File: config.mk
export PLATFORM = sky130hd
export DESIGN_NAME = serial_sub
export DESIGN_NICKNAME = d
export VERILOG_FILES = /design/src/rtl/serial_sub_pkg.sv /design/src/rtl/serial_sub_fs.sv /design/src/rtl/serial_sub.sv
export SDC_FILE = /design/constraint.sdc
export NUM_CORES = 1
export LEC_CHECK = 0
export ABC_AREA = 1
export CAP_MARGIN = 20
export CORE_MARGIN = 5
export CORE_UTILIZATION = 37
export CTS_BUF_LIST = sky130_fd_sc_hd__clkbuf_16
export DETAILED_ROUTE_END_ITERATION = 7
export SLEW_MARGIN = 20
export SYNTH_ARGS = -nofsm -noshare
export SYNTH_HDL_FRONTEND = slang
export SYNTH_SLANG_ARGS = --single-unit
File: constraint.sdc
create_clock -name clk -period 1.45 [get_ports clk]
set_clock_uncertainty 0.2 [all_clocks]
set_input_delay 0.145 -clock clk [delete_from_list [all_inputs] [get_ports clk]]
set_output_delay 0.145 -clock clk [all_outputs]
set_load 0.01 [all_outputs]
File: src/rtl/serial_sub_pkg.sv
// Shared types and defaults for the bit-serial subtractor.
package serial_sub_pkg;

    localparam int unsigned DEFAULT_WIDTH = 8;

    typedef enum logic [1:0] {
        IDLE,
        RUN,
        DONE
    } state_t;

endpackage

File: src/rtl/serial_sub_fs.sv
// One-bit full subtractor: d = x - y - bin, bout set when the bit borrows.
module fs (
    input  logic x,
    input  logic y,
    input  logic bin,
    output logic d,
    output logic bout
);

    assign d    = x ^ y ^ bin;
    assign bout = (~x & y) | (~(x ^ y) & bin);

endmodule

File: src/rtl/serial_sub.sv
// Bit-serial unsigned subtractor: one operand bit per cycle, LSB first,
// valid/ready handshakes on both the operand and the result side.
module serial_sub
    import serial_sub_pkg::*;
#(
    parameter int WIDTH = DEFAULT_WIDTH
) (
    input  logic             clk,
    input  logic             rst_n,
    input  logic             in_valid,
    output logic             in_ready,
    input  logic [WIDTH-1:0] a,
    input  logic [WIDTH-1:0] b,
    output logic             out_valid,
    input  logic             out_ready,
    output logic [WIDTH-1:0] d,
    output logic             bout
);

    localparam int            CW   = $clog2(WIDTH + 1);
    localparam logic [CW-1:0] LAST = CW'(WIDTH - 1);

    state_t            state;
    logic [WIDTH-1:0]  a_sr;
    logic [WIDTH-1:0]  b_sr;
    logic [WIDTH-1:0]  res_sr;
    logic [WIDTH-1:0]  res_next;
    logic [CW-1:0]     cnt;
    logic              br;
    logic              diff_bit;
    logic              br_next;

    fs u_fs (
        .x    (a_sr[0]),
        .y    (b_sr[0]),
        .bin  (br),
        .d    (diff_bit),
        .bout (br_next)
    );

    // Result fills from the MSB; written as a shift so WIDTH=1 needs no special case.
    always_comb begin
        res_next = (res_sr >> 1) | (WIDTH'(diff_bit) << (WIDTH - 1));
    end

    always_ff @(posedge clk or negedge rst_n) begin
        if (!rst_n) begin
            state     <= IDLE;
            in_ready  <= 1'b1;
            out_valid <= 1'b0;
            a_sr      <= '0;
            b_sr      <= '0;
            res_sr    <= '0;
            cnt       <= '0;
            br        <= 1'b0;
            d         <= '0;
            bout      <= 1'b0;
        end else begin
            unique case (state)
                IDLE: begin
                    if (in_valid) begin
                        a_sr     <= a;
                        b_sr     <= b;
                        res_sr   <= '0;
                        br       <= 1'b0;
                        cnt      <= '0;
                        in_ready <= 1'b0;
                        state    <= RUN;
                    end
                end
                RUN: begin
                    a_sr   <= a_sr >> 1;
                    b_sr   <= b_sr >> 1;
                    res_sr <= res_next;
                    br     <= br_next;
                    if (cnt == LAST) begin
                        d         <= res_next;
                        bout      <= br_next;
                        out_valid <= 1'b1;
                        state     <= DONE;
                    end else begin
                        cnt <= cnt + 1'b1;
                    end
                end
                DONE: begin
                    if (out_ready) begin
                        out_valid <= 1'b0;
                        in_ready  <= 1'b1;
                        state     <= IDLE;
                    end
                end
                default: begin
                    out_valid <= 1'b0;
                    in_ready  <= 1'b1;
                    state     <= IDLE;
                end
            endcase
        end
    end

endmodule
Word level (Yosys, flattened, before mapping)
Cells that the tools add are included.
{"block": "totals", "ff_bits": 42, "output_inout_bits": 11, "in_bits": 20, "elab_cells": 56}
{"block": "op_classes", "n_reduce_logical": 8, "n_bitwise": 10, "eq_ne": 7, "add_sub_neg": 1, "n_mux": 20}
{"operator": "$pmux 8 s2", "count": 3}
{"operator": "$mux 8", "count": 3}
{"operator": "$reduce_and 3->1", "count": 4}
{"operator": "$mux 4", "count": 2}
{"operator": "$ne 2x2->1 const B", "count": 4}
{"operator": "$or 7x8->8", "count": 1}
{"operator": "$pmux 4 s2", "count": 1}
{"operator": "$mux 2", "count": 3}
{"operator": "$pmux 1 s3", "count": 2}
{"operator": "$pmux 2 s3", "count": 1}
{"operator": "$add 4x1->4 const B", "count": 1}
{"operator": "$eq 4x3->1 const B", "count": 1}
{"operator": "$mux 1", "count": 4}
{"operator": "$not 1->1", "count": 4}
{"operator": "$reduce_and 2->1", "count": 2}
{"operator": "$and 1x1->1", "count": 2}
{"operator": "$eq 2x1->1 const B", "count": 1}
{"operator": "$eq 2x2->1 const B", "count": 1}
{"operator": "$logic_not 2->1", "count": 1}
{"operator": "$pmux 1 s2", "count": 1}
{"operator": "$reduce_bool 2->1", "count": 1}
{"operator": "$xor 1x1->1", "count": 2}
{"operator": "$or 1x1->1", "count": 1}

Depth between registers and ports, before layout
Gate-level depths: netlist (run 1).
{"block": "logic_depth", "depth_word": 5, "mapped_depth": 7, "ltp_nobuf": 6}

Cells and area by module
From an unflattened synthesis (run 1), not the netlist that was laid out.
{"block": "hier_totals", "hier_cells": 219, "hier_area_um2": 1850.5}
{"module": "serial_sub", "n_inst": 1, "area_each_um2": 1819.2, "cells_per_inst": 215}
{"module": "fs", "n_inst": 1, "area_each_um2": 31.3, "cells_per_inst": 4}

Worst setup path after synthesis (run 1)
OpenSTA, ideal clock, no wires.
{"block": "synth_path", "path_kind": "reg2reg", "from": "register cnt[0]", "to": "register bout", "required_time_ns": 1.176, "path_stages_with_launch": 7, "arrival_time_ns": 1.113, "setup_slack_ns": 0.063, "path_cell_list": "dfrtp_1 > ha_1 > nand2_1 > nor2_2 > nand2_4 > buf_6 > o21ai_2"}
{"block": "synth_between", "elab_chain_len": 2}
{"element": "from (decl)", "line": "serial_sub.sv:28", "rtl": "logic [CW-1:0] cnt;"}
{"element": "from (signal assigned)", "line": "serial_sub.sv:82", "rtl": "cnt <= cnt + 1'b1;"}
{"element": "$eq 4x3->1", "line": "serial_sub.sv:76", "rtl": "if (cnt == LAST) begin"}
{"element": "$reduce_and 2->1 (no line)"}
{"element": "to (signal assigned)", "line": "serial_sub.sv:78", "rtl": "bout <= br_next;"}
{"element": "to (decl)", "line": "serial_sub.sv:17", "rtl": "output logic bout"}
No other way between the ends.
A chain may end at the register's enable or synchronous reset.

Worst setup path in the final report (run 1)
{"block": "layout_path", "from": "register cnt[0]", "to": "register d[2]"}
{"block": "layout_between", "elab_chain_len": 2}
{"element": "$eq 4x3->1", "line": "serial_sub.sv:76"}
{"element": "$reduce_and 2->1 (no line)"}
{"element": "to (signal assigned)", "line": "serial_sub.sv:77", "rtl": "d <= res_next;"}
{"element": "to (decl)", "line": "serial_sub.sv:16", "rtl": "output logic [WIDTH-1:0] d,"}
No other way between the ends.

==> results of run 1 <==
==> cell families after synthesis <==
| logic type | share of synthesized area |
|---|---|
| adders and majority gates | 0.0176 |
| DFF | 0.556 |
| AOI/OAI and AO/OA | 0.158 |
| buffers and inverters | 0.0867 |
| and+or+nand+nor | 0.182 |
==> layout make-up <==
class	instances	area (um2)
flip-flops and latches	41	1030
fillers	457	2190
inverters	28	105
repair buffers	52	519
clock inverters	3	12.5
clock buffers	5	125
multi-input cells	130	718
well taps	67	83.8
==> worst min path at each step <==
stage	endpoint	cells after the start
6_report	d[6]$_DFFE_PN0P_	3
5_1_grt	d[6]$_DFFE_PN0P_	3
4_1_cts	d[5]$_DFFE_PN0P_	3
3_5_place_dp	d[5]$_DFFE_PN0P_	2
3_3_place_gp	d[5]$_DFFE_PN0P_	2
2_1_floorplan	a_sr[0]$_DFFE_PN0P_	0
==> registers in the layout, indices dropped and copies added, names as in the netlist <==
signal	count
a_sr	8
b_sr	8
bout	1
br	1
cnt	4
d	8
in_ready	1
out_valid	1
res_sr	7
state	2
==> where the power goes <==
group	internal [uW]	switching, uW	total (uW)
registers	1670	229	1900
clock network	621	420	1040
logic	1360	1590	2940
total	3650	2240	5890
==> what timing repair did <==
item / in CTS / in global routing
endpoints found under the hold margin: 41 / 0
gates resized for setup: 14 / 14
buffers inserted: 0 / 9
setup endpoints to repair: 20 / 33
hold buffers: 1 / 0
pin swaps: 1 / 6
gates cloned: 1 / 2
==> critical path: cells and delay by family, from the launching register on <==
kind / cells / cell delay, ns
adder cells (fa/ha/maj): 1 / 0.20
buffers and inverters: 1 / 0.17
AO/OA/AOI/OAI: 1 / 0.05
flip-flops: 1 / 0.36
AND/OR/NAND/NOR: 4 / 0.36
==> placed cells by master, fill, tap and decap left out <==
cell,instances
a21oi_1,2
dfstp_2,1
fa_1,1
nor2_4,3
o211ai_1,1
a21oi_2,1
dfrtp_1,38
clkinv_2,1
nand3_1,8
nand2_4,4
o22ai_1,8
dlygate4sd2_1,11
buf_6,2
ha_2,1
clkbuf_16,5
nor2_1,4
o21ai_0,3
o21ai_1,25
clkdlybuf4s50_1,18
buf_2,1
dfrtp_2,2
inv_2,2
inv_1,28
nand2_1,54
nand2_2,3
dlygate4sd3_1,1
nand2_8,1
o21ai_2,9
buf_12,5
or2_2,1
buf_4,14
nor2_2,1
==> synth_stat cells, drive strengths merged <==
cell,count,share of area
nor2,8,0.023
nand3,8,0.022
dfrtp,40,0.54
ha,1,0.0068
o211ai,1,0.0041
fa,1,0.011
o21ai,37,0.12
nand2,59,0.13
or2,1,0.0034
buf,7,0.030
o22ai,8,0.027
inv,28,0.057
dfstp,1,0.014
a21oi,3,0.0081
==> per-stage QoR <==
| step | util | cells | power (uW) |
|---|---|---|---|
| detailed placement | 0.487 | 306 | 4650 |
| CTS | 0.519 | 316 | 5670 |
| global route | 0.542 | 326 | 6430 |
| floorplan | - | 203 | 3640 |
| global placement | 0.487 | 306 | 4590 |
| finish | 0.542 | 326 | 5890 |
==> layer usage <==
metal,vias up,track usage,share of wire
met1,680,0.168,0.48
li1,773,-,-
met4,0,0.0608,0.020
met5,-,0,0
met3,6,0.0336,0.042
met2,26,0.188,0.46
==> results.md, run 1 <==
* Clock latency on the worst-skew pair at 0.28 ns
* Area growth, synth to finish at 40.4%
* Area after DPL at 2330 um2
* Synthesized area per cell at 9.10 um2
* Worst R2R Path Depth at 7
* First-pass DRT Iterations at 4
* Reg2Reg Launch Point: cnt[0]$_DFFE_PN0P_
* First-pass GRT wire length at 6210 um
* End point of the critical path: d[2]$_DFFE_PN0P_
* CTS Buffer Depth at 2
* Post-Route Setup TNS at -0.00351 ns
* Post-route cell area at 2590 um2
* H-tree Lvls at 2
* Critical Path AT at 1.42 ns
* Per-cell routed wire length at 11.6 um
* Final hold vios at 0
* CTS Buf Count at 5
* FP Rows at 25
* Post-Syn Instances at 203
* Final worst slack at -0.00149 ns
* CP Max Fanout at 5
* Failing checks: negative setup slack
* CP Data Required Time at about 1.4 ns
* Worst ir drop on vdd at 941 uV
* Layout cell share with drive strength beyond 1 at 0.220
* Status: complete, but fails checks
* Max Fclk at 689 MHz
* Fin crit period at 1.45 ns
* Syn Std Cell Area at 1850 um2
* Vias per Instance at between 4 and 5
* Unique masters post-synth at 23
* Worst-margin pin slew at 0.224 ns
* Antenna Cells at 0
* Global placer's final weighted congestion at 0.752
* Final setup vio count at 3
* Static Leak at 0.00127 uW
* GRT Total Usage at 0.126
* PwrDens at 2270 nW/um2
* Hpwl dp at 2440 um
* Die X at 80.7 um
* Relative slew slack at 0.851
* Initial antenna violation count at 0
* Startpoint class of the critical path: flop
* CTS clk-pin slew, worst paths at 0.06 ns
* Vias at 1,485
* Setup Crit Path Kind: reg -> reg
* Full die area at around 6500 um2
* Worst-path cell chain: ha_2 > nand2_2 > nor2_4 > buf_4 > nand2_4 > nand2_1 > o21ai_2
* Root buffer cell: clkbuf_16
* Die Y at slightly above 80 um
* Slew Viols, Final at 0
* Max incr delay on CP at 0.36 ns
* Hold WS at around 0.17 ns
* Worst min path class: in -> async
* Initial Util at 0.386
* Max cap viols at 0
* DRC viols at 0
* Fin crit share at 1.00
* Initial drt markers at 43
* Port Buf Inserts at 30
* Reg-to-reg slack, setup at -0.001 ns
* Core area at 4790 um2
* Grt total ovfl at 0
* Detailed Route WL at approximately 3800 um
* Worst path slowest cell: dfrtp_1
* Register area share after synthesis at 0.556
* # IOs at 31
* Syn nets at approximately 230
* RR Endpoint: d[2]$_DFFE_PN0P_
* Clk sink count at 41
* Setup WS pre-CTS at -0.0387 ns
* Vias in the first global route at 1,336
* CTS tree: built
* Crit. End Element: flop
* Critical path startpoint: cnt[0]$_DFFE_PN0P_
* ANT nets after route at 0
* RSZ-0062 raised after global routing: true
* Ys Warns at 0
* Nets@finish at 280
* Largest net degree at the start of global routing at 42
* Register bit count reported by yosys at 41
Note: power is estimated with default switching activity, not from simulation.
==> run 2: changes to the inputs <==
ABC_AREA = unset   (was 1)
CELL_PAD_IN_SITES_DETAIL_PLACEMENT = 2   (was unset)
CELL_PAD_IN_SITES_GLOBAL_PLACEMENT = 2   (was unset)
CORE_UTILIZATION = 31   (was 37)
PLACE_DENSITY_LB_ADDON = 0.1   (was unset)
==> results.md, run 2 <==
* H-tree Lvls at 2 (unchanged)
* Dominant synthesized flop cell: dfrtp_1
* Hpwl dp at 3620 um (+49%)
* Layout cell share with drive strength beyond 1 at 0.454 (+0.234)
* Max incr delay on CP at 0.39 ns (+0.03 ns)
* DRC viols at 0 (unchanged)
* CP Max Fanout at 4 (-1)
* CTS tree: built
* Status: complete, but fails checks
* Final worst slack at -0.213 ns (-0.211 ns)
* Max cap viols at 0 (unchanged)
* Area of the multi-input gates at 886 um2 (+23%)
* Die X at 86.4 um (+7.1%)
* Power share of the clock group at 0.158 (-0.019)
* FP Rows at 27 (+8.0%)
* Seq. cell area at 1030 um2 (-0.12%)
* Per-cell routed wire length at 21.2 um (+84%)
* EDFF count, synth at 0 (unchanged)
* Syn Std Cell Area at 1810 um2 (-2.1%)
* Die Y at 86.4 um (+7.1%)
* Slew Viols, Final at 0 (unchanged)
* Full die area at 7460 um2 (+15%)
* Fin crit share at 1.15 (+0.146)
* Port Buf Inserts at 30 (unchanged)
* Initial Util at 0.324 (-0.0615)
* Setup Crit Path Kind: reg -> reg
* P_sw at 2510 uW (+12%)
* Worst min path class: in -> async
* Largest net degree at the start of global routing at 20 (-52%)
* Fin crit period at 1.66 ns (+0.211 ns)
* Detailed Route WL at 6390 um (+69%)
* Synth top cells by count: dfrtp_1, nand2_1, o21ai_0, mux2i_1
* Root buffer cell: clkbuf_16
* Area growth, synth to finish at 63.4%
* Vias per Instance at 5.04 (+11%)
* Most common cell after layout, fill and taps aside: dfrtp_1
* Met3 Use GR at 0.0447 (+0.0110)
* Register area share after synthesis at 0.568 (+0.0119)
* Fill cells at 548 (+20%)
* RSZ-0062 raised after global routing: true
* Static Leak at 0.00147 uW (+16%)
* First-pass GRT wire length at 9920 um (+60%)
* Leading registers by flop count: a_sr x8, b_sr x8, d x8
* Synthesized area per cell at 11.8 um2 (+30%)
* Top cells by area, synth: dfrtp_1, mux2i_1, mux2_4, o21ai_0, nand2_1
* Critical Path AT at 1.63 ns (+0.21 ns)
* Relative slew slack at 0.705 (-0.146)
* Most frequent cells in the layout: dfrtp_1, buf_4, clkdlybuf4s50_1
* CTS Buffer Depth at 2 (unchanged)
* Startpoint class of the critical path: flop
* Syn nets at 175 (-22%)
* Core area at 5570 um2 (+16%)
* M1 GR Usage at 0.215 (+0.0470)
* Post-Syn Instances at 153 (-25%)
* Grt peak-use layer: met2
* CP Data Required Time at 1.41 ns (about the same)
* Vias in the first global route at 1,742 (+30%)
* Worst path slowest cell: dfrtp_1
* Async SR Flop Fraction at 1.00 (unchanged)
* Met2 Use GR at 0.316 (+0.128)
* ANT nets after route at 0 (unchanged)
* Seq pwr share at 0.306 (-0.017)
* Worst ir drop on vdd at 980 uV (+4.2%)
* Tot Pwr at 6840 uW (+16%)
* Worst-path cell chain: ha_2 > and3b_2 > buf_6 > and3_4 > a211o_1
* Final hold vios at 0 (unchanged)
* Max Fclk at 601 MHz (-13%)
* Top-area cell type share of the netlist area at 0.554 (+0.0116)
* Cell with the most instances after synthesis: dfrtp_1
* Vias at 1,518 (+2.2%)
* Clk sink count at 41 (unchanged)
* Area leader, netlist: dfrtp_1
* Antenna Cells at 0 (unchanged)
* Global placer's final weighted congestion at 0.793 (+5.4%)
* Sw Share at 0.366 (-0.0135)
* GRT Total Usage at 0.178 (+0.0525)
* PwrDens at 2320 nW/um2 (+2.0%)
* Internal power at 4330 uW (+19%)
* Nets@finish at 250 (-11%)
* Failing checks: negative setup slack
* Crit. End Element: flop
* Unique masters post-synth at 32 (+39%)
* Register bit count reported by yosys at 41 (unchanged)
* Grt total ovfl at 0 (unchanged)
* First-pass DRT Iterations at 4 (unchanged)
* Final setup vio count at 33 (+30)
* Final core utilization at 0.530 (-0.0120)
* CTS clk-pin slew, worst paths at 0.06 ns (about the same)
* Ys Warns at 0 (unchanged)
* Initial drt markers at 26 (-40%)
* Worst-margin pin slew at 0.443 ns (+0.219 ns)
* Initial antenna violation count at 0 (unchanged)
* # IOs at 31 (unchanged)
* CTS Buf Count at 5 (unchanged)
* Clock latency on the worst-skew pair at 0.28 ns (about the same)
* Logic pwr share at 0.536 (+0.036)
## run 2: changes by cell type after synthesis, moves of 5 or more
cell,delta
mux2_4,+7
mux2i_1,+15
o22ai_1,-8
o21ai_2,-9
inv_1,-22
o21ai_0,+9
clkbuf_1,+5
o21ai_1,-21
a22o_1,+7
nand2_1,-36
## run 2: metal layers
layer / vias to the layer above / wire, um
met3: 8 / 232
li1: 685 / -
met5: - / 0
met4: 0 / 72
met1: 791 / 2660
met2: 34 / 3420
## run 2: critical path, delay by kind of cell, from the launching register on
family                   cells  cell delay [ns]
flip-flops                   1             0.39
AND/OR/NAND/NOR              2             0.37
AO/OA/AOI/OAI                1             0.25
adder cells (fa/ha/maj)      1             0.20
buffers and inverters        1             0.13
## run 2: logic make-up (layout without fill, tap and decap cells)
family | count (synthesis) | count (layout) | synth area share
and+or+nand+nor | 40 | 41 | 0.107
adders and majority gates | 2 | 2 | 0.0180
DFF | 41 | 41 | 0.568
muxes | 23 | 23 | 0.147
buffers and inverters | 14 | 89 | 0.0436
AOI/OAI and AO/OA | 33 | 33 | 0.116
## run 2: final timing paths
kind                            depth (start not counted)                from  slack, ns             endpoint
min in group clk                                        3                a[2]       0.30  a_sr[2]$_DFFE_PN0P_
worst max register to register                          5  cnt[0]$_DFFE_PN0P_      -0.21   cnt[1]$_DFFE_PN0P_
worst min-delay path                                    2               rst_n       0.13     d[5]$_DFFE_PN0P_
worst min register to register                          1    d[4]$_DFFE_PN0P_       0.31     d[4]$_DFFE_PN0P_
worst max-delay path                                    5  cnt[0]$_DFFE_PN0P_      -0.21   cnt[1]$_DFFE_PN0P_
max in group asynchronous                               3               rst_n       0.36  b_sr[4]$_DFFE_PN0P_
## run 2: power groups by stage
stage,clock (uW),combinational [uW],sequential (uW)
6_report,1080,3670,2090
5_1_grt,1160,3910,2160
4_1_cts,1080,3320,2030
3_5_place_dp,0,2510,2030
3_3_place_gp,0,2360,1980
2_1_floorplan,0,1360,1990
## run 2: layout make-up
cell class / count / share of cell area
multi-input cells: 99 / 0.300
inverters: 4 / 0.00508
well taps: 72 / 0.0305
repair buffers: 77 / 0.270
clock inverters: 3 / 0.00424
clock buffers: 5 / 0.0424
flip-flops and latches: 41 / 0.348
## run 2: timing repair
action / in CTS / in global routing
pin swaps: 11 / 17
hold endpoints to repair: 17 / 0
resized for setup: 70 / 37
hold buffers: 1 / 0
setup endpoints to repair: 42 / 40
setup buffers: 10 / 7
gates cloned: 4 / 0
## run 2: metrics by stage
stage	hold slack, ns	setup TNS, ns	setup WS (ns)	cell area, um2	cells
global placement	-0.0957	-2.20	-0.149	2370	272
finish	0.134	-3.44	-0.213	2950	301
detailed placement	-0.0826	-4.15	-0.216	2370	272
CTS	0.155	-3.54	-0.192	2810	295
floorplan	-0.351	-2.27	-0.240	1820	153
global route	0.187	-5.14	-0.245	2950	301
==> run 3: changes to the inputs <==
CORE_ASPECT_RATIO = 0.75   (was unset)
CTS_CLUSTER_SIZE = 25   (was unset)
==> results.md, run 3 (synthesized netlist as in run 2, its figures left out) <==
* Critical path startpoint: cnt[0]$_DFFE_PN0P_
* Die X at 98.2 um (+14%)
* RSZ-0062 raised after global routing: true
* Vias per Instance at 5.08 (+0.76%)
* Most frequent cells in the layout: dfrtp_1, buf_4, clkdlybuf4s50_1
* Area after DPL at 2330 um2 (-1.6%)
* Relative slew slack at 0.713 (+0.00776)
* Max Fclk at 597 MHz (-0.72%)
* Antenna Cells at 0 (unchanged)
* Startpoint class of the critical path: flop
* Initial antenna violation count at 0 (unchanged)
* Reg-to-reg slack, setup at -0.23 ns (about the same)
* Detail Route met3 WL at 194 um (-16%)
* Final worst slack at -0.225 ns (-0.0121 ns)
* GRT Total Usage at 0.164 (-0.0149)
* Fin crit period at 1.68 ns (+0.0121 ns)
* Metal2 WL at 3670 um (+7.2%)
* First-pass DRT Iterations at 4 (unchanged)
* Static Leak at 0.00143 uW (-2.4%)
* Root buffer cell: clkbuf_16
* Most common cell after layout, fill and taps aside: dfrtp_1
* Layout cell share with drive strength beyond 1 at 0.474 (+0.0195)
* CTS Buf Count at 5 (unchanged)
* CP Max Fanout at 4 (unchanged)
* P_sw at 2600 uW (+3.5%)
* Initial drt markers at 57 (+120%)
* Worst-margin pin slew at 0.430 ns (-0.0128 ns)
* H-tree Lvls at 2 (unchanged)
* Failing checks: negative setup slack
* Global placer's final weighted congestion at 0.718 (-9.4%)
* FP Rows at 24 (-11%)
* Initial Util at 0.315 (-0.00913)
* First-pass GRT wire length at 9520 um (-4.0%)
* Fin crit share at 1.16 (+0.00836)
* Port Buf Inserts at 30 (unchanged)
* Metal1 wirelength at 2820 um (+6.3%)
* Setup WS pre-CTS at -0.193 ns (+0.0237 ns)
* Crit. End Element: flop
* Power share of the clock group at 0.155 (-0.003)
* Seq pwr share at 0.294 (-0.012)
* Worst R2R Path Depth at 5 (unchanged)
* CTS tree: built
* CTS Buffer Depth at 2 (unchanged)
* Final setup vio count at 39 (+18%)
* RR Endpoint: cnt[1]$_DFFE_PN0P_
* Slew Viols, Final at 0 (unchanged)
* Grt total ovfl at 0 (unchanged)
* Core area at 5740 um2 (+2.9%)
* ANT nets after route at 0 (unchanged)
* Top sig layer: met4
* Largest net degree at the start of global routing at 23 (+15%)
* Max cap viols at 0 (unchanged)
* Clk sink count at 41 (unchanged)
* CP Data Required Time at 1.41 ns (about the same)
* Leading registers by flop count: a_sr x8, b_sr x8, d x8
* Per-cell routed wire length at 22.3 um (+4.9%)
* Vias in the first global route at 1,678 (-3.7%)
* # IOs at 31 (unchanged)
* Tot Pwr at 7110 uW (+3.9%)
* Full die area at 7480 um2 (+0.21%)
* Fill cells at 546 (-0.36%)
* PwrDens at 2340 nW/um2 (+1.1%)
* Detailed Route WL at 6810 um (+6.7%)
* Post-route cell area at 3040 um2 (+2.8%)
* Worst ir drop on vdd at 820 uV (-16%)
* Hpwl dp at 3430 um (-5.4%)
* Sw Share at 0.365 (-0.00141)
* Critical Path AT at 1.64 ns (about the same)
* DRC viols at 0 (unchanged)
* Internal power at 4510 uW (+4.2%)
* Die Y at 76.1 um (-12%)
* Area growth, synth to finish at 68.0%
* Status: complete, but fails checks
* Final hold vios at 0 (unchanged)
* Nets@finish at 249 (-0.40%)
* Logic pwr share at 0.550 (+0.014)
* Reg2Reg Launch Point: cnt[0]$_DFFE_PN0P_
* Clock latency on the worst-skew pair at 0.29 ns (about the same)
* Worst min path class: in -> async
* Setup Crit Path Kind: reg -> reg
* CTS clk-pin slew, worst paths at 0.06 ns (about the same)
* Hold WS at 0.0987 ns (-0.0355 ns)
* Vias at 1,555 (+2.4%)
## run 3: cell count changes in the layout (fill, tap and decap cells not counted), moves of 3 or more
cell and change:
nand2_1 +4, buf_4 -3, mux2i_1 -5, mux2i_2 +4
nand2_4 -5
## run 3: worst max-delay path by stage
| stage | endpoint | slack (ns) | cells past startpoint |
|---|---|---|---|
| 2_1_floorplan | d[0]$_DFFE_PN0P_ | -0.24 | 5 |
| 3_3_place_gp | d[2]$_DFFE_PN0P_ | -0.16 | 4 |
| 3_5_place_dp | d[2]$_DFFE_PN0P_ | -0.19 | 4 |
| 4_1_cts | d[7]$_DFFE_PN0P_ | -0.17 | 4 |
| 5_1_grt | cnt[1]$_DFFE_PN0P_ | -0.25 | 5 |
| 6_report | cnt[1]$_DFFE_PN0P_ | -0.23 | 5 |
## run 3: critical path, cell delays in order (launching register included)
cell,delay [ns]
dfrtp_1,0.39
ha_2,0.19
and3b_2,0.22
buf_6,0.13
and3_4,0.16
a211o_1,0.25
## run 3: metal layers
layer / global-route usage / vias up
li1: - / 687
met1: 0.202 / 827
met2: 0.289 / 30
met3: 0.0339 / 11
met4: 0.0464 / 0
met5: 0 / -
## run 3: area by class of cell
class,count,area (um2),share of cell area
Clock buffer,5,125,0.0412
Clock inverter,3,17.5,0.00577
Inverter,4,17.5,0.00577
Multi-Input combinational cell,99,902,0.297
Sequential cell,41,1030,0.339
Tap cell,78,97.6,0.0321
Timing Repair Buffer,76,848,0.279
## run 3: metrics by stage
step                      TNS, ns  instances   util
after floorplan             -2.27        153      -
after global placement      -2.02        272  0.406
after detailed placement    -3.55        272  0.406
after CTS                   -3.06        295  0.474
after global routing        -6.98        306  0.529
final                       -4.78        306  0.529
## run 3: repair_timing
item,in CTS,in global routing
cloned,3,4
setup endpoints to repair,41,41
gates resized for setup,44,57
hold buffers,1,0
endpoints found under the hold margin,40,0
setup buffers,11,9
pin swaps,12,17
## run 3: power by group through the flow
stage	Clock (uW)	Combinational (uW)	Sequential [uW]
after floorplan	0	1360	1990
final	1100	3910	2090
after global placement	0	2230	1970
after detailed placement	0	2370	2020
after global routing	1180	4140	2140
after CTS	1110	3000	2000
